<file path="config.mk">
export PLATFORM = sky130hd
export DESIGN_NAME = mod_updown_counter
export DESIGN_NICKNAME = d
export VERILOG_FILES = /design/src/rtl/mod_updown_counter.sv
export SDC_FILE = /design/constraint.sdc
export NUM_CORES = 1
export LEC_CHECK = 0
export ABC_CLOCK_PERIOD_IN_PS = 1800
export BUFFER_PORTS_ARGS = -buffer_cell sky130_fd_sc_hd__buf_2
export CAP_MARGIN = 20
export CORE_ASPECT_RATIO = 1.5
export CORE_MARGIN = 2
export CORE_UTILIZATION = 45
export CTS_BUF_LIST = sky130_fd_sc_hd__clkbuf_8
export CTS_CLUSTER_DIAMETER = 50
export DETAILED_ROUTE_END_ITERATION = 16
export HOLD_SLACK_MARGIN = 0.1
export PLACE_DENSITY = 0.73
export SYNTH_ARGS = -nofsm -noshare
export SYNTH_HDL_FRONTEND = slang
export SYNTH_SLANG_ARGS = --single-unit
</file>
<file path="constraint.sdc">
create_clock -name clk -period 1.8 [get_ports clk]
set_input_delay 0.36 -clock clk [delete_from_list [all_inputs] [get_ports clk]]
set_output_delay 0.36 -clock clk [all_outputs]
set_load 0.005 [all_outputs]
</file>
<file path="src/rtl/mod_updown_counter.sv">
// -----------------------------------------------------------------------------
// mod_updown_counter
//
// Parametrised up/down modulo counter with synchronous clear and load,
// wrap-or-saturate behaviour at the limits, a one-cycle terminal-count pulse
// and a sticky overflow flag. All outputs come straight from registers.
//
// Optional feature macro: COUNTER_PRESCALE_EN
//   When defined, an internal prescaler counts enabled cycles and only every
//   PRESCALE-th enabled cycle becomes a count step. When undefined there is no
//   prescaler and every enabled cycle is a step (PRESCALE is then ignored).
//
// Parameters
//   WIDTH      counter width in bits (2..32)
//   MAX_VALUE  inclusive upper limit (1..2**WIDTH-1)
//   SATURATE   0 = wrap at the limits, 1 = hold at the limits
//   PRESCALE   enabled cycles per count step (>=1, prescaler build only)
//
// Ports
//   clk         in   clock, rising edge
//   reset       in   asynchronous active-high reset
//   enable      in   count enable
//   up_down     in   1 = count up, 0 = count down
//   clear       in   synchronous clear of the count to 0
//   load        in   synchronous load of load_value (clamped to MAX_VALUE)
//   load_value  in   value to load
//   ovf_clear   in   clears the sticky overflow flag
//   out         out  counter value
//   tc          out  terminal-count pulse, high the cycle out shows the
//                    post-boundary value
//   overflow    out  sticky boundary flag
// -----------------------------------------------------------------------------
module mod_updown_counter #(
  parameter int unsigned      WIDTH     = 8,
  parameter logic [WIDTH-1:0] MAX_VALUE = {WIDTH{1'b1}},
  parameter bit               SATURATE  = 1'b0,
  parameter int unsigned      PRESCALE  = 1
) (
  input  logic             clk,
  input  logic             reset,
  input  logic             enable,
  input  logic             up_down,
  input  logic             clear,
  input  logic             load,
  input  logic [WIDTH-1:0] load_value,
  input  logic             ovf_clear,
  output logic [WIDTH-1:0] out,
  output logic             tc,
  output logic             overflow
);

  localparam logic [WIDTH-1:0] ZERO = {WIDTH{1'b0}};
  localparam logic [WIDTH-1:0] ONE  = {{(WIDTH-1){1'b0}}, 1'b1};

  // Elaboration-time guard against configurations outside the legal ranges.
  if ((WIDTH < 2) || (WIDTH > 32) || (MAX_VALUE == ZERO) || (PRESCALE < 1)) begin : g_bad_params
    $error("mod_updown_counter: illegal parameter set");
  end

  logic [WIDTH-1:0] r_out;
  logic             r_tc;
  logic             r_ovf;

  logic [WIDTH-1:0] w_out_nxt;
  logic             w_tc_nxt;
  logic             w_ovf_nxt;
  logic             w_boundary;
  logic             w_step;
  logic [WIDTH-1:0] w_load_clamped;

  // Loads beyond the modulus are clamped so the count never leaves 0..MAX_VALUE.
  assign w_load_clamped = (load_value > MAX_VALUE) ? MAX_VALUE : load_value;

`ifdef COUNTER_PRESCALE_EN
  localparam int unsigned     PS_W    = (PRESCALE > 1) ? $clog2(PRESCALE) : 1;
  localparam logic [PS_W-1:0] PS_LAST = PS_W'(PRESCALE - 1);
  localparam logic [PS_W-1:0] PS_ZERO = {PS_W{1'b0}};
  localparam logic [PS_W-1:0] PS_ONE  = PS_W'(1);

  logic [PS_W-1:0] r_ps;
  logic [PS_W-1:0] w_ps_nxt;

  // Prescaler phase: clear/load restart it, enable low freezes it.
  always_comb begin
    w_ps_nxt = r_ps;
    w_step   = 1'b0;
    if (clear || load) begin
      w_ps_nxt = PS_ZERO;
    end else if (enable) begin
      if (r_ps == PS_LAST) begin
        w_ps_nxt = PS_ZERO;
        w_step   = 1'b1;
      end else begin
        w_ps_nxt = r_ps + PS_ONE;
      end
    end else begin
      w_ps_nxt = r_ps;
    end
  end

  // Prescaler phase register.
  always_ff @(posedge clk or posedge reset) begin
    if (reset) begin
      r_ps <= PS_ZERO;
    end else begin
      r_ps <= w_ps_nxt;
    end
  end
`else
  assign w_step = enable;
`endif

  // Next count, terminal-count and overflow: clear > load > counting step.
  always_comb begin
    w_out_nxt  = r_out;
    w_boundary = 1'b0;
    if (clear) begin
      w_out_nxt = ZERO;
    end else if (load) begin
      w_out_nxt = w_load_clamped;
    end else if (w_step) begin
      if (up_down) begin
        if (r_out >= MAX_VALUE) begin
          w_boundary = 1'b1;
          w_out_nxt  = SATURATE ? MAX_VALUE : ZERO;
        end else begin
          w_out_nxt = r_out + ONE;
        end
      end else begin
        if (r_out == ZERO) begin
          w_boundary = 1'b1;
          w_out_nxt  = SATURATE ? ZERO : MAX_VALUE;
        end else begin
          w_out_nxt = r_out - ONE;
        end
      end
    end else begin
      w_out_nxt = r_out;
    end

    w_tc_nxt = w_boundary;

    // A boundary event on the same edge as ovf_clear keeps the flag set.
    if (w_boundary) begin
      w_ovf_nxt = 1'b1;
    end else if (ovf_clear) begin
      w_ovf_nxt = 1'b0;
    end else begin
      w_ovf_nxt = r_ovf;
    end
  end

  // Output state registers.
  always_ff @(posedge clk or posedge reset) begin
    if (reset) begin
      r_out <= ZERO;
      r_tc  <= 1'b0;
      r_ovf <= 1'b0;
    end else begin
      r_out <= w_out_nxt;
      r_tc  <= w_tc_nxt;
      r_ovf <= w_ovf_nxt;
    end
  end

  assign out      = r_out;
  assign tc       = r_tc;
  assign overflow = r_ovf;

endmodule

</file>
# After elaboration in Yosys (flattened, before gate mapping)
# Cells that the tools add are included.
# classes
addsub,2
order_cmp,2
reduce_logical,3
muxes,15
# ops
operator,count
8-bit 2-to-1 mux,7
8-bit by 1-bit adder with 8-bit output (second input constant),1
8-bit greater-or-equal comparator (second input constant),1
8-bit > comparator (second input constant),1
8-bit zero test,1
1-bit 2-to-1 mux,8
8-bit by 1-bit subtractor with 8-bit output (second input constant),1
3-bit nonzero test,1
2-bit nonzero test,1
# word_totals
output_inout_bits,10
reg_bits,10
elab_cells,25

# Longest topological paths before layout
# depth
word_depth,7
mapped_depth,6
ltp_nobuf,6

# Worst setup path before layout
# Ideal clock, no wire load.
# synth_timing
kind,register -> register
from,reg r_out[0] (netlist: out[0])
to,reg r_out[0] (netlist: out[0])
t_required_ps,1718
period_less_slack_ps,1745
setup_time_ps,82
stages_incl_launch_ff,7
slack_ps,55
path_buffers,0
arrival_ps,1663
cell_sequence,dfrtp_1 inv_1 ha_1 or3b_2 nor3_1 nand2_1 a31oi_1
# synth_between
elab_chain_len,6
word_cells_on_any_way,10
cone_classes,2 x add/sub; 1 x order compare; 6 x mux; 1 x reduce/logical
# synth_lines
item,line,source
start: declaration,60,logic [WIDTH-1:0] r_out;
start signal: assignment,160,r_out <= w_out_nxt;
8-bit by 1-bit subtractor with 8-bit output (tied with other cells),134,w_out_nxt = r_out - ONE;
"8-bit 2-to-1 mux, on equally long branches","130, 123",
8-bit 2-to-1 mux *,122,if (up_down) begin
8-bit 2-to-1 mux *,121,end else if (w_step) begin
8-bit 2-to-1 mux *,119,end else if (load) begin
8-bit 2-to-1 mux *,117,if (clear) begin
# Mark *: on every way between the ends. The rest lies on a longest branch, timed or not. The select of a mux whose other input is x is not followed.
# A chain may end at the register's enable or synchronous reset.

# Worst setup path after layout
# layout_timing
from,reg r_out[1] (netlist: out[1])
to,reg r_out[7] (netlist: out[7])
# Same word-level chain as after synthesis.

==> impl_metrics.yaml <==
synthesis:
  synth-seq-cells: 10
  ys_seq_area_frac: 0.279
  netlist_instances: 114
  netlist-cell-type-count: 40
  ys_warn_count: 0
  ys.flop_type: "dfrtp_1"
  syn_area_um2: 896
  avgSynthCellArea_um2: 7.86
  synth_edf_count: 0
  async_reset_ff_frac: 1.00
  syn_nets: 132
clocking:
  htree_levels: 1
  numCtsBuffers: 3
  path_clk_slew_ns: 0.06
  clk_latency_ns: 0.25
  cts_hold_buf: 0
  root_buffer: "clkbuf_8"
  cts_tree: "done"
  cts.sinks: 10
  clk_path_buf_depth: 2
route:
  drt_first_pass_iters: 4
  drt_iter0_markers: 36
  wl_met2_mm: 1.34
  drcViolationCount: 0
  vias: 1023
  drt-total-wl_mm: 2.70
  antenna_left: 0
  via_per_inst: 6.05
  routed-wl-met3_um: 142
  wl_per_cell_um: 15.9
  top_layer: "met4"
  met1_length_mm: 1.10
finish:
  multi_input_area_um2: 599
  final_cells: 169
  drive_above_1_share: 0.338
  fin_util: 0.632
  layout_common_cells: "24 x buf_2, 13 x buf_4, 12 x nand2_1"
  seqCellArea_um2: 250
  nFillCells: 161
  n_antenna_cell: 0
  final_common_cell: "buf_2"
  nets: 167
  area_delta_synth_final_pct: 30.7
pwr:
  power.density_nw_per_um2: 729
  ir_drop_v: 0.000597
  power.leakage_nw: 0.578
global_route:
  grt_max_degree: 16
  grt_pass1_wl_mm: 4.30
  overflow: 0
  antenna_found_initial: 0
  track_usage: 0.269
  grt_pass1_vias: 994
die:
  dieHeight_um: 58.6
  floorplan.initialDensity: 0.483
  core_area_um2: 1850
  rows: 19
  die_w_um: 40.4
  ioPinCount: 25
  die-area_um2: 2370
timing:
  fin_skew_ns: 0.00170
  hold_viol: 0
  grt_setup_unrepaired: "no"
  relSlewSlack: 0.698
  max_slew.worst_pin.slew_ns: 0.453
  fmax_mhz: 586
  min_period_ns: 1.71
  maxSlewViolCount: 0
  finalSetupViolCount: 0
  finalCritPeriodShare: 0.948
critical_path:
  critPathRequiredTime_ns: 1.96
  start_kind: "register"
  worstRegToRegCells: 6
  cp.arrival_ns: 1.87
  end_kind: "register"
  worstSetupPathType: "register to register"
  cp_max_fo: 4
placement:
  place_hpwl_mm: 1.92
  port_buffers: 24
  gp_congestion: 0.908
  placed_cells: 162
hold_path:
  hp-class: "primary input to asynchronous set/reset pin"
flow_run:
  maxCapViolCount: 0
outcome:
  status: "finished, final reports clean"
worst paths after layout:
check,startpoint,end,slack (ns)
setup / recovery,out[1],out[7],0.09
hold / removal,reset,out[6],0.11
setup reg to reg,out[1],out[7],0.09
hold reg to reg,overflow,overflow,0.54
max in group asynchronous,reset,out[1],1.38
min in group clk,ovf_clear,overflow,0.30
registers in the layout (all words and copies together) (netlist names):
signal and cells:
out 8, overflow 1, tc 1
worst max-delay path, stage by stage, from the launching register on:
cell and delay [ns]:
dfrtp_1 0.40, buf_4 0.15, buf_4 0.13, or2_2 0.35, a211oi_2 0.23, o31ai_1 0.11, o32ai_2 0.26
cell families (layout without fill, tap and decap cells):
kind of cell / count (synthesis) / in the layout / synth area share
multiplexers: 4 / 4 / 0.0461
AO/OA/AOI/OAI: 34 / 34 / 0.261
flip-flops: 10 / 10 / 0.279
adder cells (fa/ha/maj): 3 / 3 / 0.0419
buffers and inverters: 13 / 47 / 0.0642
XOR/XNOR: 3 / 3 / 0.0293
AND/OR/NAND/NOR: 47 / 47 / 0.278
routing by layer:
| metal | up-vias | GRT usage |
|---|---|---|
| met2 | 47 | 0.417 |
| met1 | 481 | 0.335 |
| met5 | - | 0 |
| met3 | 11 | 0.0377 |
| li1 | 484 | - |
| met4 | 0 | 0.167 |
layout make-up:
cell class              instances  area share
multi-input cells              91       0.512
flip-flops and latches         10       0.214
repair buffers                 37       0.186
clock buffers                   4      0.0470
well taps                      21      0.0224
inverters                       6      0.0192
metrics by stage:
step	setup slack (ns)	power [W]	area (µm²)	TNS [ns]	hold WS (ns)
2_1_floorplan	0.0547	0.000434	896	0	0.200
3_3_place_gp	0.0689	0.000524	1080	0	0.367
3_5_place_dp	-0.00731	0.000531	1080	-0.0141	0.380
4_1_cts	0.0139	0.000845	1160	0	0.117
5_1_grt	0.0253	0.000890	1170	0	0.140
6_report	0.0936	0.000854	1170	0	0.105
report_power, final:
| group | internal, W | switching, W |
|---|---|---|
| logic | 0.000137 | 0.000152 |
| registers | 0.000242 | 0.0000180 |
| clock network | 0.000194 | 0.000111 |
cells in the mapped netlist, drive strengths merged, types with 3 or more instances:
| master | instances | area share |
|---|---|---|
| ha | 3 | 0.042 |
| inv | 6 | 0.025 |
| a31oi | 3 | 0.021 |
| and4 | 3 | 0.029 |
| clkbuf | 6 | 0.027 |
| a21boi | 3 | 0.025 |
| nor3 | 3 | 0.017 |
| nor2 | 10 | 0.042 |
| nand3 | 4 | 0.022 |
| nand2b | 4 | 0.028 |
| a21oi | 8 | 0.045 |
| nand2 | 12 | 0.050 |
| dfrtp | 10 | 0.28 |
| o22ai | 5 | 0.035 |
| mux2i | 3 | 0.034 |
| o21ai | 4 | 0.022 |
timing repair:
action	in CTS	in global routing
cloned	0	0
pin swaps	0	1
resized for setup	1	4
endpoints found under the setup margin	4	8
buffers inserted	3	0
(Power assumes the default switching activity.)
